--- config.mk ---
export PLATFORM = sky130hd
export DESIGN_NAME = inst_fetch_flat
export DESIGN_NICKNAME = d
export VERILOG_FILES = /design/src/rtl/inst_fetch_pkg.sv /design/src/rtl/inst_fetch_if.sv /design/src/rtl/inst_fetch.sv /design/src/flat_wrapper.sv
export SDC_FILE = /design/constraint.sdc
export NUM_CORES = 1
export LEC_CHECK = 0
export CORE_MARGIN = 1
export CORE_UTILIZATION = 31
export DETAILED_ROUTE_END_ITERATION = 7
export PLACE_DENSITY = 0.63
export SYNTH_ARGS = -nofsm -noshare
export SYNTH_HDL_FRONTEND = slang
export SYNTH_SLANG_ARGS = --single-unit
export TNS_END_PERCENT = 50
--- constraint.sdc ---
create_clock -name clk -period 1.9 [get_ports clk]
set_input_delay 0.57 -clock clk [delete_from_list [all_inputs] [get_ports clk]]
set_output_delay 0.57 -clock clk [all_outputs]
set_load 0.005 [all_outputs]
--- src/rtl/inst_fetch_pkg.sv ---
// Shared fetch-stage definitions: address/counter widths, reset PC, opcodes,
// instruction field positions and the IF/ID payload type.
package inst_fetch_pkg;

    localparam int unsigned ADDR_W = 6;
    localparam int unsigned CNT_W  = 16;
    localparam int unsigned INST_W = 32;

    // Word 0 is left empty; execution starts at word 1.
    localparam logic [ADDR_W-1:0] RESET_PC = ADDR_W'(1);

    localparam int unsigned OPC_MSB  = 31;
    localparam int unsigned OPC_LSB  = 26;
    localparam int unsigned OFF_MSB  = 25;
    localparam int unsigned OFF_LSB  = 10;
    localparam int unsigned JTGT_MSB = 25;
    localparam int unsigned JTGT_LSB = 0;

    localparam logic [5:0] OP_JUMP = 6'h12;
    localparam logic [5:0] OP_BEQ  = 6'h0F;
    localparam logic [5:0] OP_BNE  = 6'h10;

    typedef struct packed {
        logic [INST_W-1:0] inst;
        logic [ADDR_W-1:0] pc;
        logic [ADDR_W-1:0] pc_plus1;
    } ifid_t;

    function automatic logic is_jump(input logic [INST_W-1:0] inst);
        return inst[OPC_MSB:OPC_LSB] == OP_JUMP;
    endfunction

endpackage

--- src/rtl/inst_fetch_if.sv ---
// Fetch-stage bus: ROM port, execute redirect and IF/ID handshake to decode.
interface inst_fetch_if;
    import inst_fetch_pkg::*;

    logic [ADDR_W-1:0] rom_addr;
    logic [INST_W-1:0] rom_inst;
    logic              redirect_valid;
    logic [ADDR_W-1:0] redirect_target;
    logic              id_ready;
    logic              id_valid;
    logic [INST_W-1:0] id_inst;
    logic [ADDR_W-1:0] id_pc;
    logic [ADDR_W-1:0] id_pc_plus1;
    logic [CNT_W-1:0]  fetch_cnt;

    modport master (
        output rom_addr, id_valid, id_inst, id_pc, id_pc_plus1, fetch_cnt,
        input  rom_inst, redirect_valid, redirect_target, id_ready
    );

    modport slave (
        input  rom_addr, id_valid, id_inst, id_pc, id_pc_plus1, fetch_cnt,
        output rom_inst, redirect_valid, redirect_target, id_ready
    );

endinterface

--- src/rtl/inst_fetch.sv ---
// Fetch stage: PC register, next-PC mux with jump pre-decode, IF/ID register
// with valid/ready to decode, and a saturating count of loaded instructions.
module inst_fetch
    import inst_fetch_pkg::*;
(
    input  logic        clk,
    input  logic        rst_n,
    inst_fetch_if.master bus
);

    logic [ADDR_W-1:0] pc_q, pc_d;
    logic              valid_q, valid_d;
    ifid_t             ifid_q, ifid_d;
    logic [CNT_W-1:0]  cnt_q, cnt_d;
    logic              load_c;
    logic [ADDR_W-1:0] pc_inc_c;

    assign load_c   = !valid_q || bus.id_ready;
    assign pc_inc_c = pc_q + ADDR_W'(1);

    // Redirect flushes IF/ID and wins over any load or fetched jump.
    always_comb begin
        pc_d    = pc_q;
        valid_d = valid_q;
        ifid_d  = ifid_q;
        cnt_d   = cnt_q;
        if (bus.redirect_valid) begin
            pc_d    = bus.redirect_target;
            valid_d = 1'b0;
        end else if (load_c) begin
            ifid_d.inst     = bus.rom_inst;
            ifid_d.pc       = pc_q;
            ifid_d.pc_plus1 = pc_inc_c;
            valid_d         = 1'b1;
            cnt_d           = (cnt_q == '1) ? cnt_q : cnt_q + CNT_W'(1);
            pc_d            = is_jump(bus.rom_inst) ? bus.rom_inst[JTGT_LSB +: ADDR_W]
                                                    : pc_inc_c;
        end
    end

    always_ff @(posedge clk or negedge rst_n) begin
        if (!rst_n) begin
            pc_q    <= RESET_PC;
            valid_q <= 1'b0;
            ifid_q  <= '0;
            cnt_q   <= '0;
        end else begin
            pc_q    <= pc_d;
            valid_q <= valid_d;
            ifid_q  <= ifid_d;
            cnt_q   <= cnt_d;
        end
    end

    assign bus.rom_addr    = pc_q;
    assign bus.id_valid    = valid_q;
    assign bus.id_inst     = ifid_q.inst;
    assign bus.id_pc       = ifid_q.pc;
    assign bus.id_pc_plus1 = ifid_q.pc_plus1;
    assign bus.fetch_cnt   = cnt_q;

endmodule
--- src/flat_wrapper.sv ---
// flat-port wrapper written by rule: the top's interface ports become plain ports
module inst_fetch_flat import inst_fetch_pkg::*;
  (clk, rst_n, bus_rom_addr, bus_id_valid, bus_id_inst, bus_id_pc, bus_id_pc_plus1, bus_fetch_cnt, bus_rom_inst, bus_redirect_valid, bus_redirect_target, bus_id_ready);
  inst_fetch_if bus_i ();
  input  logic clk;
  input  logic rst_n;
  output wire logic [$bits(bus_i.rom_addr)-1:0] bus_rom_addr;
  output wire logic [$bits(bus_i.id_valid)-1:0] bus_id_valid;
  output wire logic [$bits(bus_i.id_inst)-1:0] bus_id_inst;
  output wire logic [$bits(bus_i.id_pc)-1:0] bus_id_pc;
  output wire logic [$bits(bus_i.id_pc_plus1)-1:0] bus_id_pc_plus1;
  output wire logic [$bits(bus_i.fetch_cnt)-1:0] bus_fetch_cnt;
  input wire logic [$bits(bus_i.rom_inst)-1:0] bus_rom_inst;
  input wire logic [$bits(bus_i.redirect_valid)-1:0] bus_redirect_valid;
  input wire logic [$bits(bus_i.redirect_target)-1:0] bus_redirect_target;
  input wire logic [$bits(bus_i.id_ready)-1:0] bus_id_ready;
  assign bus_rom_addr = bus_i.rom_addr;
  assign bus_id_valid = bus_i.id_valid;
  assign bus_id_inst = bus_i.id_inst;
  assign bus_id_pc = bus_i.id_pc;
  assign bus_id_pc_plus1 = bus_i.id_pc_plus1;
  assign bus_fetch_cnt = bus_i.fetch_cnt;
  assign bus_i.rom_inst = bus_rom_inst;
  assign bus_i.redirect_valid = bus_redirect_valid;
  assign bus_i.redirect_target = bus_redirect_target;
  assign bus_i.id_ready = bus_id_ready;
  inst_fetch u_core (.clk(clk), .rst_n(rst_n), .bus(bus_i));
endmodule
==> results by group, run 1 <==
Place
  – Dpl hpwl: 5840 µm
  – IO buf count: 108
  – DP Area: 0.00432 mm²
  – Placed insts: 536
  – GP Congestion: 0.793

Global routing
  – First-pass GRT wire length: 13100 µm
  – Total gr overflow: 0
  – Met2 Use GR: 26.0%
  – Routing usage on met3: 6.68%
  – GRT met1 Usage: 22.7%
  – Number of global-route vias before repair: 2612
  – Largest net degree at the start of global routing: 31
  – Antenna violations before repair: 0
  – GRT Total Usage: 17.1%
  – Top Usage Layer GRT: met2

Timing
  – Slew headroom: 74.6%
  – Max Fclk: 0.545 GHz
  – Slew @ Worst Pin: 0.380 ns
  – Tcrit/Tclk final: 96.6%
  – Setup violators final: 0
  – Final Hold Viols: 0
  – RSZ-0062 raised after global routing: false
  – Post-Route Setup TNS: 0 ns
  – Minimum clock period: 1.84 ns
  – Clock Skew: 0.00627 ns
  – Slew Limit Fails: 0

Floorplan
  – Die Area: 0.00983 mm²
  – Area of the core: 0.00920 mm²
  – Rows: 35
  – Die height: 99.2 µm
  – Initial core utilization: 31.8%
  – Width of the die: 99.2 µm
  – Num ports: 109

Clock network
  – Clock buffer depth: 2
  – CTS H-tree lvls: 3
  – CTS Buf Count: 9
  – Clock sink count: 67
  – Root Buffer: clkbuf_8
  – Clock latency on the worst-skew pair: 0.34 ns
  – Clock Pin Slew Worst Setup and Hold Paths: 0.07 ns
  – TritonCTS clock tree: built

Power
  – Switching part of the total power: 28.4%
  – Clk network pwr share: 28.0%
  – Int Pwr: 2910 µW
  – Pwr Density: 889 mW/mm²
  – Maximum vdd drop: 0.456 mV
  – Reg power frac: 45.4%
  – Sw power: 1150 µW
  – Logic pwr share: 26.6%
  – Pwr Total: 4060 µW
  – Leak: 0.00219 µW

Route
  – DRT Pass-1 Iters: 6
  – DRC: 0
  – Antenna viol nets, final: 0
  – Initial DRC Count: 134
  – DR vias: 2593
  – Final wirelength: 7870 µm
  – DR vias/cell: 4.66
  – WL per Instance: 14.2 µm

Critical path
  – Crit-path cells: clkdlybuf4s50_1 -> nor4b_4 -> buf_4 -> nand3_4 -> buf_4 -> o31ai_1 -> a31oi_1
  – Max FO, Critical Path: 4
  – Startpoint types: input pin
  – Most used cell, CP: buf_4
  – Slowest CP cell: clkdlybuf4s50_1
  – Endpoint class of the critical path: register
  – Crit path buffers/inverters: 3
  – Critical path class: in -> reg
  – Worst EP required: 2.11 ns
  – Crit path DAT: 2.05 ns
  – Delay-heaviest family, CP: buffers and inverters
  – Slowest Stage Delay on Critical Path: 0.46 ns

Finish
  – Area of the multi-input gates: 0.00120 mm²
  – Nets@finish: 484
  – # diodes: 0
  – Area growth syn-to-layout: 56.1%
  – FILL cells: 879
  – Layout Cells excl Fill: 556
  – Layout cell share with drive strength beyond 1: 14.2%
  – FF/Latch Area: 0.00169 mm²
  – Final instance area: 0.00457 mm²

Logic synthesis
  – Yosys cell types: 44
  – Post-Syn Instances: 303
  – Post-synth ARST share: 100%
  – Sequential share of the synthesized area: 57.3%
  – Synthesized flop and latch total: 67
  – Post-Syn Nets: 347
  – Mean post-synth cell area: 9.66 µm²
  – Synth area leaders: dfrtp_1 (56%), nand2_1 (16%), xnor2_1 (4.5%), nand3_1 (1.7%), o21ai_0 (1.7%)
  – Yosys top cell area share: 56.4%
  – Area leader, netlist: dfrtp_1
  – Ys flop type: dfrtp_1
  – Cell area after synthesis: 0.00293 mm²
  – Yosys warns: 0
  – EDFF count, synth: 0

Job
  – Max-cap violations: 0

Outcome
  – Status: finished clean

Hold path
  – HP Class: in -> async
final timing paths:
path / from / endpoint / slack (ns) / depth (start not counted)
max in group asynchronous: rst_n / u_core.bus.id_inst[4]$_DFFE_PN0P_ / 1.23 / 2
hold reg to reg: u_core.bus.id_pc[3]$_DFFE_PN0P_ / u_core.bus.id_pc[3]$_DFFE_PN0P_ / 0.47 / 2
min in group clk: u_core.bus.id_pc[3]$_DFFE_PN0P_ / u_core.bus.id_pc[3]$_DFFE_PN0P_ / 0.47 / 2
setup reg to reg: u_core.bus.fetch_cnt[0]$_DFFE_PN0P_ / u_core.bus.fetch_cnt[13]$_DFFE_PN0P_ / 0.20 / 5
setup / recovery: bus_rom_inst[28] / u_core.bus.rom_addr[3]$_DFFE_PN0P_ / 0.06 / 7
hold / removal: rst_n / u_core.bus.id_valid$_DFFE_PN0P_ / 0.15 / 1
layer usage:
| metal | up-vias | wire (µm) |
|---|---|---|
| met2 | 82 | 3520 |
| met4 | 0 | 124 |
| li1 | 1294 | - |
| met5 | - | 0 |
| met1 | 1206 | 3620 |
| met3 | 11 | 608 |
what timing repair did:
item                                    4_1_cts  5_1_grt
pin swaps                                     0        1
endpoints found under the setup margin        5       17
resized for setup                             5       14
buffers inserted                              0        4
gates cloned                                  0        0
hold buffers                                  0        0
state kept, by name, indices dropped and copies added (netlist names):
name	count
u_core.bus.rom_addr	6
u_core.bus.id_valid	1
u_core.bus.id_pc_plus1	6
u_core.bus.id_inst	32
u_core.bus.fetch_cnt	16
u_core.bus.id_pc	6
cell usage in the layout, fill, tap and decap left out, drive strengths merged, types with 2 or more instances in the layout:
master and n:
a21o 2, a2bb2oi 2, a31oi 2, and2 4
and3 4, and4 2, buf 30, clkbuf 11
clkdlybuf4s50 97, clkinv 5, dfrtp 66, dlymetal6s2s 9
ha 2, inv 3, nand2 123, nand3 11
nand4 7, nor2 5, nor3 4, o211ai 5
o21a 2, o21ai 11, o31ai 3, xnor2 15
xor2 2
area by class of cell:
type | count | area share, %
Multi-Input combinational cell | 221 | 26.2
Clock buffer | 11 | 2.88
Sequential cell | 67 | 36.9
Clock inverter | 5 | 1.18
Timing Repair Buffer | 137 | 29.4
Tap cell | 111 | 3.04
Inverter | 4 | 0.329
cells in the mapped netlist (2+ instances only):
library cell and count:
o21a_1 2, a2bb2oi_1 2, ha_1 2, nor2_1 4, o31ai_1 3, nand4_1 6, xnor2_1 15, and4_1 2
dfrtp_1 66, and2_1 4, buf_2 3, nand2_1 123, nor3_1 3, o211ai_1 5, inv_1 3, o21ai_0 10
xor2_1 2, a21o_1 2, clkbuf_1 8, and3_1 4, a31oi_1 2, nand3_1 10
stage by stage:
| stage | hold WS (ns) | utilization, % | setup WS, ns |
|---|---|---|---|
| after floorplan | 0.274 | - | 0.269 |
| after global placement | 0.458 | 47.0 | -0.280 |
| after detailed placement | 0.462 | 47.0 | -0.320 |
| after CTS | 0.141 | 49.0 | 0.00160 |
| after global routing | 0.148 | 49.7 | 0.00267 |
| final | 0.147 | 49.7 | 0.0643 |
power by group through the flow:
stage / combinational, µW / sequential, µW / clock, µW
after floorplan: 354 / 1850 / 0
after global placement: 1090 / 1860 / 0
after detailed placement: 1100 / 1860 / 0
after CTS: 1110 / 1850 / 1190
after global routing: 1190 / 1880 / 1250
final: 1080 / 1840 / 1140
cells by family after synthesis:
family | after synthesis | share of synthesized area (%)
buf+inv | 15 | 2.05
mux | 2 | 0.727
xor+xnor | 17 | 5.09
compound gates | 34 | 8.25
fa+ha+maj | 2 | 0.855
simple gates | 166 | 25.7
flops | 67 | 57.3
Note: power is estimated with default switching activity, not from simulation.
==> run 2, diff against run 1 <==
SKIP_LAST_GASP = 1   (was default)
==> run 2 against run 1 <==
Combinational power about the same. Fmax fell by 0.63%. Sequential power hardly changed. Core utilization down 0.49 points. Final area fell by 0.99%. Sequential share of layout area increased by 0.37 points. Non-clock buffer count shrank 3.
==> results by group, run 2 (synthesis results as in run 1) <==
Timing
  – Minimum clock period: 1.85 ns (+0.0116 ns)
  – Clock Skew: 0.00580 ns (-0.000476 ns)
  – Final Hold Viols: 0 (unchanged)
  – Worst hold margin: 0.149 ns (+0.00201 ns)
  – Slew Limit Fails: 0 (unchanged)
  – Setup violators final: 0 (unchanged)
  – RSZ-0062 raised after global routing: true
  – Max Fclk: 0.541 GHz (-0.63%)
  – Slew headroom: 74.7% (about the same)
  – Tcrit/Tclk final: 97.2% (+0.61 points)
  – Slew @ Worst Pin: 0.379 ns (-0.000996 ns)

Clock network
  – Clock Pin Slew Worst Setup and Hold Paths: 0.07 ns (about the same)
  – CTS H-tree lvls: 3 (unchanged)
  – Clock buffer depth: 2 (unchanged)
  – Clock sink count: 67 (unchanged)
  – TritonCTS clock tree: built
  – Root Buffer: clkbuf_8
  – CTS Buf Count: 9 (unchanged)
  – Clock latency on the worst-skew pair: 0.33 ns (about the same)
  – Cts-stage hold buffer count: 0 (unchanged)

Route
  – Met3 wire len: 601 µm (-1.2%)
  – Antenna viol nets, final: 0 (unchanged)
  – DRC: 0 (unchanged)
  – Final wirelength: 7810 µm (-0.72%)
  – Met2 Wirelength: 3510 µm (-0.20%)
  – WL per Instance: 14.1 µm (-0.19%)
  – Initial DRC Count: 147 (+9.7%)
  – DR vias/cell: 4.68 (+0.31%)
  – Top Metal Used: met4
  – DR vias: 2587 (-0.23%)
  – Met1 WL: 3600 µm (-0.44%)
  – DRT Pass-1 Iters: 4 (-2)

Finish
  – Final instance area: 0.00452 mm² (-0.99%)
  – Most frequent cells in the layout: nand2_1 (122), clkdlybuf4s50_1 (106), dfrtp_1 (58)
  – Final Util: 49.2% (-0.49 points)
  – Layout cell share with drive strength beyond 1: 13.6% (-0.58 points)
  – FILL cells: 885 (+0.68%)
  – Area growth syn-to-layout: 54.6%
  – Commonest non-fill, non-tap cell in the layout: nand2_1
  – Largest register FFs: 32 (unchanged)
  – Nets@finish: 481 (-0.62%)
  – # diodes: 0 (unchanged)

Power
  – Int Pwr: 2920 µW (+0.43%)
  – Maximum vdd drop: 0.456 mV (about the same)
  – Clk network pwr share: 27.9% (about the same)
  – Logic pwr share: 26.8% (+0.2 points)
  – Sw power: 1150 µW (-0.18%)
  – Reg power frac: 45.3% (about the same)
  – Switching part of the total power: 28.2% (-0.12 points)
  – Leak: 0.00205 µW (-6.4%)
  – Pwr Total: 4070 µW (+0.26%)
  – Pwr Density: 900 mW/mm² (+1.3%)

Floorplan
  – Die Area: 0.00983 mm² (unchanged)
  – Width of the die: 99.2 µm (unchanged)
  – Area of the core: 0.00920 mm² (unchanged)
  – Num ports: 109 (unchanged)
  – Rows: 35 (unchanged)
  – Initial core utilization: 31.8% (unchanged)
  – Die height: 99.2 µm (unchanged)

Place
  – Dpl hpwl: 5840 µm (unchanged)
  – IO buf count: 108 (unchanged)
  – DP Area: 0.00432 mm² (unchanged)
  – GP Congestion: 0.793 (unchanged)

Critical path
  – Delay-heaviest family, CP: buffers and inverters
  – Max FO, Critical Path: 4 (unchanged)
  – R2R Path End: u_core.bus.fetch_cnt[13]$_DFFE_PN0P_
  – R2R Setup Slk: 0.20 ns (about the same)
  – RR Startpoint: u_core.bus.fetch_cnt[0]$_DFFE_PN0P_
  – Crit path buffers/inverters: 1 (-2)
  – Endpoint class of the critical path: output port
  – Worst EP required: 1.33 ns (-0.78 ns)
  – Worst reg2reg path depth: 5 (unchanged)
  – Slowest CP cell: clkdlybuf4s50_1
  – Crit path DAT: 1.28 ns (-0.77 ns)
  – Critical path class: reg -> out
  – Crit-path cells: clkdlybuf4s50_1
  – Critical path depth in cells: 1 (-6)
  – Startpoint types: register
  – Crit path to: bus_fetch_cnt[15]
  – Slowest Stage Delay on Critical Path: 0.52 ns (+0.06 ns)
  – Setup crit start: u_core.bus.fetch_cnt[15]$_DFFE_PN0P_

Global routing
  – Number of global-route vias before repair: 2612 (unchanged)
  – Total gr overflow: 0 (unchanged)
  – Largest net degree at the start of global routing: 31 (unchanged)
  – GRT Total Usage: 17.1% (unchanged)
  – First-pass GRT wire length: 13100 µm (unchanged)
  – Antenna violations before repair: 0 (unchanged)

Job
  – Max-cap violations: 0 (unchanged)

Outcome
  – Status: finished clean

Hold path
  – HP Class: in -> async
## run 2: changes by cell type in the layout (fill, tap and decap cells not counted)
cell | previous run | this run
clkdlybuf4s50_1 | 97 | 106
buf_4 | 28 | 25
dlymetal6s2s_1 | 9 | 0
## run 2: how the worst min path moves through the flow
stage / cells past startpoint / start / slack, ns / to
floorplan: 0 / rst_n / 0.27 / u_core.bus.fetch_cnt[0]$_DFFE_PN0P_
global placement: 2 / u_core.bus.id_inst[7]$_DFFE_PN0P_ / 0.46 / u_core.bus.id_inst[7]$_DFFE_PN0P_
detailed placement: 2 / u_core.bus.id_inst[28]$_DFFE_PN0P_ / 0.46 / u_core.bus.id_inst[28]$_DFFE_PN0P_
CTS: 1 / rst_n / 0.14 / u_core.bus.id_valid$_DFFE_PN0P_
global route: 1 / rst_n / 0.15 / u_core.bus.fetch_cnt[0]$_DFFE_PN0P_
finish: 1 / rst_n / 0.15 / u_core.bus.id_valid$_DFFE_PN0P_
## run 2: layer usage
metal  track usage (%)  vias up
met2              26.0       86
met4              5.20        0
met1              22.7     1206
li1                  -     1285
met5                 0        -
met3              6.68       10
## run 2: stage by stage
stage                     TNS, ns  instances  setup slack [ns]
final                           0        553            0.0528
after global routing       -0.155        553           -0.0311
after CTS                 -0.0449        552           -0.0231
after detailed placement   -10.24        536            -0.320
after global placement      -8.51        536            -0.280
after floorplan                 0        303             0.269
## run 2: power groups by stage
stage / registers, µW / clock network [µW] / logic [µW]
final: 1840 / 1140 / 1090
after global routing: 1880 / 1250 / 1200
after CTS: 1840 / 1190 / 1110
after detailed placement: 1860 / 0 / 1100
after global placement: 1860 / 0 / 1090
after floorplan: 1850 / 0 / 354
## run 2: final cells by class
cell class | count | area (µm²) | area share (%)
repair buffers | 134 | 1300 | 28.7
clock inverters | 5 | 53.8 | 1.19
flip-flops and latches | 67 | 1690 | 37.3
inverters | 4 | 15.0 | 0.332
clock buffers | 11 | 131 | 2.90
multi-input cells | 221 | 1200 | 26.5
well taps | 111 | 139 | 3.07
## run 2: repair_timing
| action | in CTS | in global routing |
|---|---|---|
| pin swaps | 0 | 1 |
| endpoints found under the setup margin | 5 | 19 |
| hold endpoints to repair | 0 | 0 |
| setup buffers | 0 | 1 |
| gates resized for setup | 2 | 8 |
==> run 3, diff against run 2 <==
ABC_AREA = 0   (was default)
CORE_MARGIN = 2   (was 1)
CTS_CLUSTER_DIAMETER = 80   (was default)
==> run 3 against run 2 <==
Fmax shrank 1.1%. Via count shrank 0.77%. Clock-buffer cell count shrank 1. Global-route usage shrank 1.1 points. Critical path depth did not move. Sequential power is essentially flat. Worst setup slack worse by 0.020 ns. Power grew 12%. Sequential share of layout area fell by 0.49 points. Die area is 4.1% higher. Non-clock buffer count fell by 1. Cell count down 0.18%.
==> results by group, run 3 (synthesis results as in run 1) <==
Floorplan
  – Width of the die: 101 µm (+2.0%)
  – Die height: 101 µm (+2.0%)
  – Num ports: 109 (unchanged)
  – Initial core utilization: 31.8% (unchanged)
  – Die Area: 0.0102 mm² (+4.1%)
  – Rows: 35 (unchanged)
  – Area of the core: 0.00920 mm² (unchanged)

Clock network
  – CTS H-tree lvls: 3 (unchanged)
  – TritonCTS clock tree: built
  – Root Buffer: clkbuf_8
  – Clock buffer depth: 2 (unchanged)
  – Clock Pin Slew Worst Setup and Hold Paths: 0.07 ns (about the same)
  – Clock latency on the worst-skew pair: 0.34 ns (about the same)
  – Clock sink count: 67 (unchanged)
  – CTS Buf Count: 9 (unchanged)

Critical path
  – Slowest CP cell: clkdlybuf4s50_1
  – Crit path DAT: 1.30 ns (+0.02 ns)
  – R2R Path End: u_core.bus.fetch_cnt[12]$_DFFE_PN0P_
  – R2R Setup Slk: 0.24 ns (+0.04 ns)
  – RR Startpoint: u_core.bus.fetch_cnt[0]$_DFFE_PN0P_
  – Crit path buffers/inverters: 1 (unchanged)
  – Startpoint types: register
  – Critical path class: reg -> out
  – Worst reg2reg path depth: 5 (unchanged)
  – Slowest Stage Delay on Critical Path: 0.53 ns (about the same)
  – Crit-path cells: clkdlybuf4s50_1
  – Max FO, Critical Path: 5 (+1)
  – Delay-heaviest family, CP: buffers and inverters
  – Endpoint class of the critical path: output port
  – Worst EP required: 1.33 ns (about the same)

Power
  – Pwr Density: 993 mW/mm² (+10%)
  – Maximum vdd drop: 0.426 mV (-6.6%)
  – Leak: 0.00207 µW (+1.1%)

Global routing
  – GRT Total Usage: 16.0% (-1.1 points)
  – Total gr overflow: 0 (unchanged)
  – First-pass GRT wire length: 12800 µm (-1.9%)
  – Antenna violations before repair: 0 (unchanged)
  – Largest net degree at the start of global routing: 68 (+120%)
  – Number of global-route vias before repair: 2564 (-1.8%)

Timing
  – Slew @ Worst Pin: 0.544 ns (+0.166 ns)
  – Tcrit/Tclk final: 98.3% (+1.1 points)
  – Minimum clock period: 1.87 ns (+0.0200 ns)
  – Slew Limit Fails: 0 (unchanged)
  – Final worst slack: 0.0328 ns (-0.0200 ns)
  – Setup violators final: 0 (unchanged)
  – Slew headroom: 63.6% (-11 points)
  – Worst hold margin: 0.211 ns (+0.0624 ns)
  – Max Fclk: 0.536 GHz (-1.1%)
  – RSZ-0062 raised after global routing: true
  – Clock Skew: 0.00659 ns (+0.000789 ns)
  – Final Hold Viols: 0 (unchanged)

Hold path
  – HP Class: in -> async

Place
  – GP Congestion: 0.799 (+0.77%)
  – IO buf count: 108 (unchanged)
  – Pre-CTS setup slack: -0.276 ns (+0.0443 ns)
  – Placed insts: 533 (-0.56%)
  – Dpl hpwl: 5740 µm (-1.8%)

Finish
  – Area growth syn-to-layout: 56.9%
  – Most frequent cells in the layout: nand2_1 (122), clkdlybuf4s50_1 (106), dfrtp_1 (55)
  – Commonest non-fill, non-tap cell in the layout: nand2_1
  – Nets@finish: 480 (-0.21%)
  – Layout Cells excl Fill: 552 (-0.18%)
  – FILL cells: 899 (+1.6%)
  – Layout cell share with drive strength beyond 1: 14.3% (+0.71 points)
  – Largest register FFs: 32 (unchanged)
  – # diodes: 0 (unchanged)

Route
  – DRC: 0 (unchanged)
  – Initial DRC Count: 111 (-24%)
  – Antenna viol nets, final: 0 (unchanged)
  – WL per Instance: 14.3 µm (+0.96%)
  – DRT Pass-1 Iters: 4 (unchanged)
  – DR vias: 2567 (-0.77%)
  – Final wirelength: 7870 µm (+0.78%)
  – DR vias/cell: 4.65 (-0.59%)

Outcome
  – Status: finished clean

Job
  – Max-cap violations: 0 (unchanged)
-- run 3: cell types whose count changed in the layout (fill, tap and decap cells not counted), sizes merged --
cell,before,now
clkbuf,11,10
clkinv,5,2
bufinv,1,4
buf,27,26
clkinvlp,0,1
-- run 3: repair_timing --
| item | 4_1_cts | 5_1_grt |
|---|---|---|
| pin swaps | 0 | 0 |
| resized for setup | 3 | 9 |
| buffers inserted | 1 | 2 |
| endpoints found under the setup margin | 7 | 18 |
| hold buffers | 0 | 0 |
-- run 3: worst max-delay path by stage --
stage,cells past startpoint,from,endpoint
final,1,u_core.bus.fetch_cnt[3]$_DFFE_PN0P_,bus_fetch_cnt[3]
after global routing,1,u_core.bus.fetch_cnt[3]$_DFFE_PN0P_,bus_fetch_cnt[3]
after CTS,1,u_core.bus.fetch_cnt[2]$_DFFE_PN0P_,bus_fetch_cnt[2]
after detailed placement,5,bus_rom_inst[26],u_core.bus.rom_addr[0]$_DFFE_PN1P_
after global placement,5,bus_rom_inst[26],u_core.bus.rom_addr[0]$_DFFE_PN1P_
after floorplan,4,bus_rom_inst[26],u_core.bus.rom_addr[0]$_DFFE_PN1P_
-- run 3: report_power, final --
group | leakage (µW) | total (µW) | internal, µW | switching (µW)
Combinational | 0.00112 | 1110 | 684 | 424
Sequential | 0.000815 | 1840 | 1650 | 192
Clock | 0.000133 | 1610 | 1040 | 567
Total | 0.00207 | 4560 | 3380 | 1180
-- run 3: routing by layer --
layer	GRT usage, %	part of all wire, %	vias up
li1	-	-	1273
met1	21.4	46	1197
met2	24.1	46	87
met3	5.59	7.7	10
met4	5.93	1.2	0
met5	0	0	-
-- run 3: cell type report --
cell class / instances / area [µm²] / area share [%]
clock buffers: 10 / 138 / 3.00
clock inverters: 6 / 136 / 2.97
inverters: 4 / 15.0 / 0.327
multi-input cells: 221 / 1200 / 26.0
flip-flops and latches: 67 / 1690 / 36.8
well taps: 111 / 139 / 3.02
repair buffers: 133 / 1280 / 27.8
-- run 3: metrics by stage --
step	utilization [%]	TNS, ns	area (µm²)	power (µW)
floorplan	-	0	2930	2210
global placement	46.6	-5.37	4280	2930
detailed placement	46.6	-7.65	4280	2950
CTS	49.7	-0.0351	4570	4590
global route	49.9	-0.162	4590	4830
finish	49.9	0	4590	4560
